`src/rtl/snake_dir_ctrl.sv`:
```
// rtl/snake_dir_ctrl.sv - switch sync/debounce, priority + reversal filter, tick-aligned direction commit
module snake_dir_ctrl #(
    parameter int DEBOUNCE_CYCLES = 1000000,
    parameter int CNT_WIDTH       = 20
) (
    input  logic       CLK,
    input  logic       RST_BTN,
    input  logic [3:0] sw,
    input  logic       move_clk,
    output logic [3:0] o_sw,
    output logic [1:0] o_dir,
    output logic       o_turn,
    output logic [3:0] o_deb
);

    localparam logic [CNT_WIDTH-1:0] DEB_LAST = CNT_WIDTH'(DEBOUNCE_CYCLES - 1);

    logic [3:0]           sync1_q, sync1_d;
    logic [3:0]           sync2_q, sync2_d;
    logic [3:0]           deb_q, deb_d;
    logic [CNT_WIDTH-1:0] cnt_q [4];
    logic [CNT_WIDTH-1:0] cnt_d [4];
    logic [1:0]           pending_q, pending_d;
    logic [1:0]           dir_q, dir_d;
    logic [3:0]           onehot_q, onehot_d;
    logic                 turn_q, turn_d;

    logic                 cand_valid;
    logic [1:0]           cand;

    always_comb begin
        sync1_d = sw;
        sync2_d = sync1_q;
    end

    // A level is accepted only after DEBOUNCE_CYCLES consecutive samples disagreeing with it.
    always_comb begin
        deb_d = deb_q;
        for (int i = 0; i < 4; i++) begin
            cnt_d[i] = cnt_q[i];
            if (sync2_q[i] == deb_q[i]) begin
                cnt_d[i] = '0;
            end else if (cnt_q[i] == DEB_LAST) begin
                deb_d[i] = sync2_q[i];
                cnt_d[i] = '0;
            end else begin
                cnt_d[i] = cnt_q[i] + CNT_WIDTH'(1);
            end
        end
    end

    always_comb begin
        cand_valid = 1'b1;
        cand       = 2'b00;
        if (deb_q[3]) begin
            cand = 2'b11;
        end else if (deb_q[2]) begin
            cand = 2'b10;
        end else if (deb_q[1]) begin
            cand = 2'b01;
        end else if (deb_q[0]) begin
            cand = 2'b00;
        end else begin
            cand_valid = 1'b0;
        end
    end

    // Opposite directions differ only in bit 0 (right/left, down/up).
    always_comb begin
        pending_d = pending_q;
        if (cand_valid && (cand != (dir_q ^ 2'b01))) begin
            pending_d = cand;
        end
    end

    always_comb begin
        dir_d    = dir_q;
        onehot_d = onehot_q;
        turn_d   = 1'b0;
        if (move_clk) begin
            dir_d    = pending_q;
            onehot_d = 4'b0001 << pending_q;
            turn_d   = (pending_q != dir_q);
        end
    end

    always_ff @(posedge CLK or negedge RST_BTN) begin
        if (!RST_BTN) begin
            sync1_q   <= '0;
            sync2_q   <= '0;
            deb_q     <= '0;
            for (int i = 0; i < 4; i++) begin
                cnt_q[i] <= '0;
            end
            pending_q <= 2'b00;
            dir_q     <= 2'b00;
            onehot_q  <= 4'b0001;
            turn_q    <= 1'b0;
        end else begin
            sync1_q   <= sync1_d;
            sync2_q   <= sync2_d;
            deb_q     <= deb_d;
            for (int i = 0; i < 4; i++) begin
                cnt_q[i] <= cnt_d[i];
            end
            pending_q <= pending_d;
            dir_q     <= dir_d;
            onehot_q  <= onehot_d;
            turn_q    <= turn_d;
        end
    end

    assign o_sw   = onehot_q;
    assign o_dir  = dir_q;
    assign o_turn = turn_q;
    assign o_deb  = deb_q;

endmodule

```
`config.mk`:
```
export PLATFORM = sky130hd
export DESIGN_NAME = snake_dir_ctrl
export DESIGN_NICKNAME = d
export VERILOG_FILES = /design/src/rtl/snake_dir_ctrl.sv
export SDC_FILE = /design/constraint.sdc
export NUM_CORES = 1
export LEC_CHECK = 0
export ABC_CLOCK_PERIOD_IN_PS = 2450
export BUFFER_PORTS_ARGS = -buffer_cell sky130_fd_sc_hd__buf_2
export CORE_ASPECT_RATIO = 0.7
export CORE_MARGIN = 4
export CORE_UTILIZATION = 55
export DETAILED_ROUTE_END_ITERATION = 8
export PLACE_DENSITY = 0.7
export SLEW_MARGIN = 5
export SYNTH_ARGS = -nofsm -noshare
export SYNTH_HDL_FRONTEND = slang
export SYNTH_SLANG_ARGS = --single-unit
```
`constraint.sdc`:
```
create_clock -name CLK -period 2.45 [get_ports CLK]
set_input_delay 0.1225 -clock CLK [delete_from_list [all_inputs] [get_ports CLK]]
set_output_delay 0.1225 -clock CLK [all_outputs]
set_load 0.01 [all_outputs]
```
## Word-level counts from Yosys, hierarchy flattened

Index checks and enable logic that the tools add are counted.
W data, S select, Z words.

| operators by class | value |
|---|---|
| equal/unequal tests | 10 |
| reductions and logical operators | 5 |
| shift-type cells | 1 |
| bitwise logic cells | 5 |
| multiplexer cells | 16 |
| add/subtract/negate cells | 4 |

Operators with widths:

| cell | count |
|---|---|
| $mux W20 | 8 |
| $add A20 B1 Y20 const B | 4 |
| $eq A20 B20 Y1 const B | 4 |
| $reduce_and A2 Y1 | 4 |
| $mux W1 | 6 |
| $not A1 Y1 | 5 |
| $eq A1 B1 Y1 | 4 |
| $mux W2 | 2 |
| $ne A2 B2 Y1 | 2 |
| $shl A1 B2 Y4 const A | 1 |
| $logic_and A1 B1 Y1 | 1 |

| word-level totals | value |
|---|---|
| bits in registers | 101 |
| output and inout bits | 11 |

## Logic depth before layout (Yosys ltp)

| logic depth | value |
|---|---|
| word-level depth | 5 |
| depth in mapped cells | 7 |
| depth with buffers taken out | 5 |

## Worst setup path before layout

No wires, ideal clock.

| timing | value |
|---|---|
| kind | reg-to-reg |
| start point | register cnt_q[12] (netlist name) |
| end point | register deb_q[3] (netlist: o_deb[3]) |
| path slack | 0.383 ns |
| stages on the path, launching flop included | 5 |
| buffers on the path | 0 |
| required time | 2.322 ns |
| data arrival time | 1.939 ns |
| library setup time | 0.128 ns |
| path through | dfrtp_1 > or4_1 > or4_4 > nor2_1 > mux2_1 |

| between the ends | value |
|---|---|
| word-level cells in the longest chain between the ends | 2 |

RTL lines:

| element | line | source |
|---|---|---|
| start, declared | 21 | `logic [CNT_WIDTH-1:0] cnt_q [4];` |
| start signal, assigned by index | 104 | `cnt_q[i] <= cnt_d[i];` |
| $eq A20 B20 Y1 | 43 | `end else if (cnt_q[i] == DEB_LAST) begin` |
| $reduce_and A2 Y1 (no line) | n/a |  |
| end signal, assigned | 91 | `deb_q <= '0;` |
| end signal, assigned | 102 | `deb_q <= deb_d;` |
| end, declared | 20 | `logic [3:0] deb_q, deb_d;` |

No other way between the ends.
A chain may end at the register's enable or synchronous reset.

==> impl_metrics.sql <==
INSERT INTO impl_metrics (metric_group, metric, value, unit) VALUES
('final_layout', 'layout.cells.most_common', 'sky130_fd_sc_hd__dfrtp_1', ''),
('floorplanning', 'die_extent_in_x', '120', 'um'),
('worst_setup_path', 'crit_path_max_fanout', '19', ''),
('clock_tree', 'cts.sink_count', '101', ''),
('worst_setup_path', 'timing.critical_path.from', 'cnt_q[71]$_DFF_PN0_', ''),
('power', 'power_density', '590', 'nW/um^2'),
('route', 'post_drt_via_cell_ratio', '5.44', ''),
('clock_tree', 'ctsHtreeMaxLevel', '3', ''),
('worst_setup_path', 'worst_ep_required_time', '2.66', 'ns'),
('route', 'drt_pre_antenna_iters', '4', ''),
('outcome', 'run_status', 'completed', ''),
('route', 'wl', '8870', 'um'),
('floorplanning', 'number_of_rows_in_the_core_area', '28', ''),
('power', 'max-vdd-ir-drop', '0.444', 'mV'),
('worst_setup_path', 'timing.critical_path.from_type', 'register', ''),
('global_route', 'grt_pass1_wl', '15700', 'um'),
('worst_setup_path', 'register_to_register_setup_slack', '0.24', 'ns'),
('min_path', 'tightest_hold_check_type', 'input pin to register', ''),
('final_layout', 'area_delta_synth_final', '12.8', '%'),
('worst_setup_path', 'cp_data_arrival_time', '2.41', 'ns'),
('floorplanning', 'design.die.area', '10400', 'sq um'),
('sta', 'worst_slew_margin_rel', '53.6', '%'),
('clock_tree', 'cts_resized', '0', ''),
('yosys', 'synth-edff-count', '0', ''),
('sta', 'final-setup-viol-count', '0', ''),
('worst_setup_path', 'timing.critical_path.to', 'cnt_q[71]$_DFF_PN0_', ''),
('yosys', 'synth_area_per_cell', '10.2', 'sq um'),
('final_layout', 'nets', '520', ''),
('sta', 'fmax', '0.453', 'GHz'),
('route', 'routedWlPerCell', '14.0', 'um'),
('worst_setup_path', 'end_of_the_worst_register_to_register_path', 'cnt_q[71]$_DFF_PN0_', ''),
('sta', 'final.setup_skew', '0.00761', 'ns'),
('clock_tree', 'clock_tree.root_cell', 'sky130_fd_sc_hd__clkbuf_16', ''),
('yosys', 'postSynthRegisterBits', '101', ''),
('global_route', 'grt_max_degree', '56', ''),
('yosys', 'synth_cells', '474', ''),
('sta', 'whs', '0.121', 'ns'),
('worst_setup_path', 'reg2reg_depth', '4', ''),
('yosys', 'syn_nets', '485', ''),
('clock_tree', 'ctsLongestPathBuffers', '2', ''),
('sta', 'slew_violations', '0', ''),
('global_route', 'grt.overflow.total', '0', ''),
('yosys', 'yosys_warnings', '0', ''),
('sta', 'setup_slack', '0.243', 'ns'),
('clock_tree', 'tritoncts.num_buffers', '9', ''),
('worst_setup_path', 'critical_path.cell_chain', 'or4_1, or4_4, o21ai_4, nor2_1', ''),
('worst_setup_path', 'timing.critical_path.to_type', 'register', ''),
('place', 'io_buffer_count', '17', ''),
('clock_tree', 'cts.repair_timing.setup_buffer_count', '0', ''),
('yosys', 'syn-cell-area', '4820', 'sq um'),
('global_route', 'via_count_of_the_first_global_routing_pass', '3297', ''),
('final_layout', 'layout_common_cells', '100 x sky130_fd_sc_hd__dfrtp_1, 84 x sky130_fd_sc_hd__nor2_1, 50 x sky130_fd_sc_hd__xnor2_1', ''),
('power', 'design_power_total', '3210', 'uW'),
('place', 'place.detailed.hpwl', '6080', 'um'),
('yosys', 'sequential_area_share_after_synthesis', '52.4', '%'),
('route', 'route.vias.total', '3442', ''),
('clock_tree', 'worstSkewPairLatency', '0.34', 'ns'),
('global_route', 'grt_antenna_before_repair', '0', ''),
('power', 'leakagePower', '0.00217', 'uW'),
('run', 'maxCapViolations', '0', ''),
('yosys', 'ys_dominant_reg_cell', 'sky130_fd_sc_hd__dfrtp_1', ''),
('yosys', 'share_of_yosys_cell_area_claimed_by_the_top_area_cell_type', '51.9', '%'),
('route', 'drc', '0', ''),
('route', 'drt_iter0_drc', '159', ''),
('sta', 'rsz0062_at_grt', 'no', ''),
('sta', 'timing.final.hold_violations', '0', ''),
('global_route', 'groute.usage.overall', '18.9', '%'),
('route', 'antenna_violating_nets_post_route', '0', ''),
('place', 'preCtsSetupSlack', '0.249', 'ns'),
('clock_tree', 'cts.reportedPaths.clkPinSlew', '0.06', 'ns'),
('sta', 'worst_pin_slew', '0.695', 'ns');
-- where the power goes --
group	switching (uW)	total [uW]	internal (uW)
sequential	18.5	1710	1690
clock	585	1400	812
combinational	70.8	105	34.5
total	675	3210	2540
-- state kept, by name, summed over array words and instances (netlist names) --
signal     cells
o_turn         1
o_deb          4
sync2_q        4
o_dir          2
cnt_q         80
sync1_q        4
o_sw           4
pending_q      2
-- cells by family after synthesis --
logic type | Yosys count | synth area share [%]
AO/OA/AOI/OAI | 38 | 5.60
XOR/XNOR | 64 | 11.6
adder cells (fa/ha/maj) | 4 | 1.04
buffers and inverters | 33 | 3.09
flip-flops | 101 | 52.4
multiplexers | 11 | 2.46
AND/OR/NAND/NOR | 223 | 23.7
-- stage by stage --
step	area, sq um	std cells	utilization, %
floorplan	4820	474	-
global placement	5100	613	60.1
detailed placement	5100	613	60.1
CTS	5440	633	64.2
global route	5440	633	64.2
finish	5440	633	64.2
-- layout make-up --
cell class | instances | area [sq um]
multi-input cells | 340 | 2150
clock inverters | 4 | 48.8
repair buffers | 32 | 225
clock buffers | 11 | 243
flip-flops and latches | 101 | 2530
well taps | 120 | 150
inverters | 25 | 93.8
fillers | 704 | 3040
-- worst max-delay path: cells and delay by family (launching register included) --
kind | cells | cell delay, ns
and+or+nand+nor | 3 | 1.20
DFF | 1 | 0.44
AOI/OAI and AO/OA | 1 | 0.43
-- cell usage after synthesis, drive strengths merged (2+ instances only) --
| cell type | n |
|---|---|
| a31o | 4 |
| nor3 | 18 |
| o31ai | 6 |
| mux2 | 7 |
| a21oi | 10 |
| or2 | 3 |
| o21ai | 14 |
| mux2i | 4 |
| xnor2 | 50 |
| ha | 4 |
| xor2 | 14 |
| buf | 5 |
| nand3b | 3 |
| or4 | 10 |
| or4b | 5 |
| or3 | 4 |
| clkbuf | 3 |
| nand3 | 24 |
| nand2 | 23 |
| and3 | 4 |
| nand4 | 18 |
| inv | 25 |
| nor2 | 84 |
| and4 | 2 |
| nor4 | 19 |
| nand4b | 2 |
| dfrtp | 100 |
-- per-layer routing --
layer | up-vias | wire length [um] | GRT usage (%)
met5 | - | 0 | 0
met4 | 0 | 117 | 5.51
met3 | 11 | 314 | 5.22
met2 | 47 | 3870 | 28.6
met1 | 1658 | 4570 | 26.9
li1 | 1726 | - | -
-- timing repair --
action,in CTS,in global routing
hold buffers,5,0
endpoints found under the setup margin,0,0
endpoints found under the hold margin,57,0
-- worst min path at each step --
stage	endpoint	startpoint	cells after the start
2_1_floorplan	cnt_q[0]$_DFF_PN0_	RST_BTN	0
3_3_place_gp	cnt_q[30]$_DFF_PN0_	RST_BTN	1
3_5_place_dp	cnt_q[31]$_DFF_PN0_	RST_BTN	1
4_1_cts	o_sw[1]$_DFFE_PN0P_	move_clk	2
5_1_grt	o_turn$_DFF_PN0_	move_clk	2
6_report	o_sw[1]$_DFFE_PN0P_	move_clk	2
No activity file was read; power rests on OpenSTA's default activity.
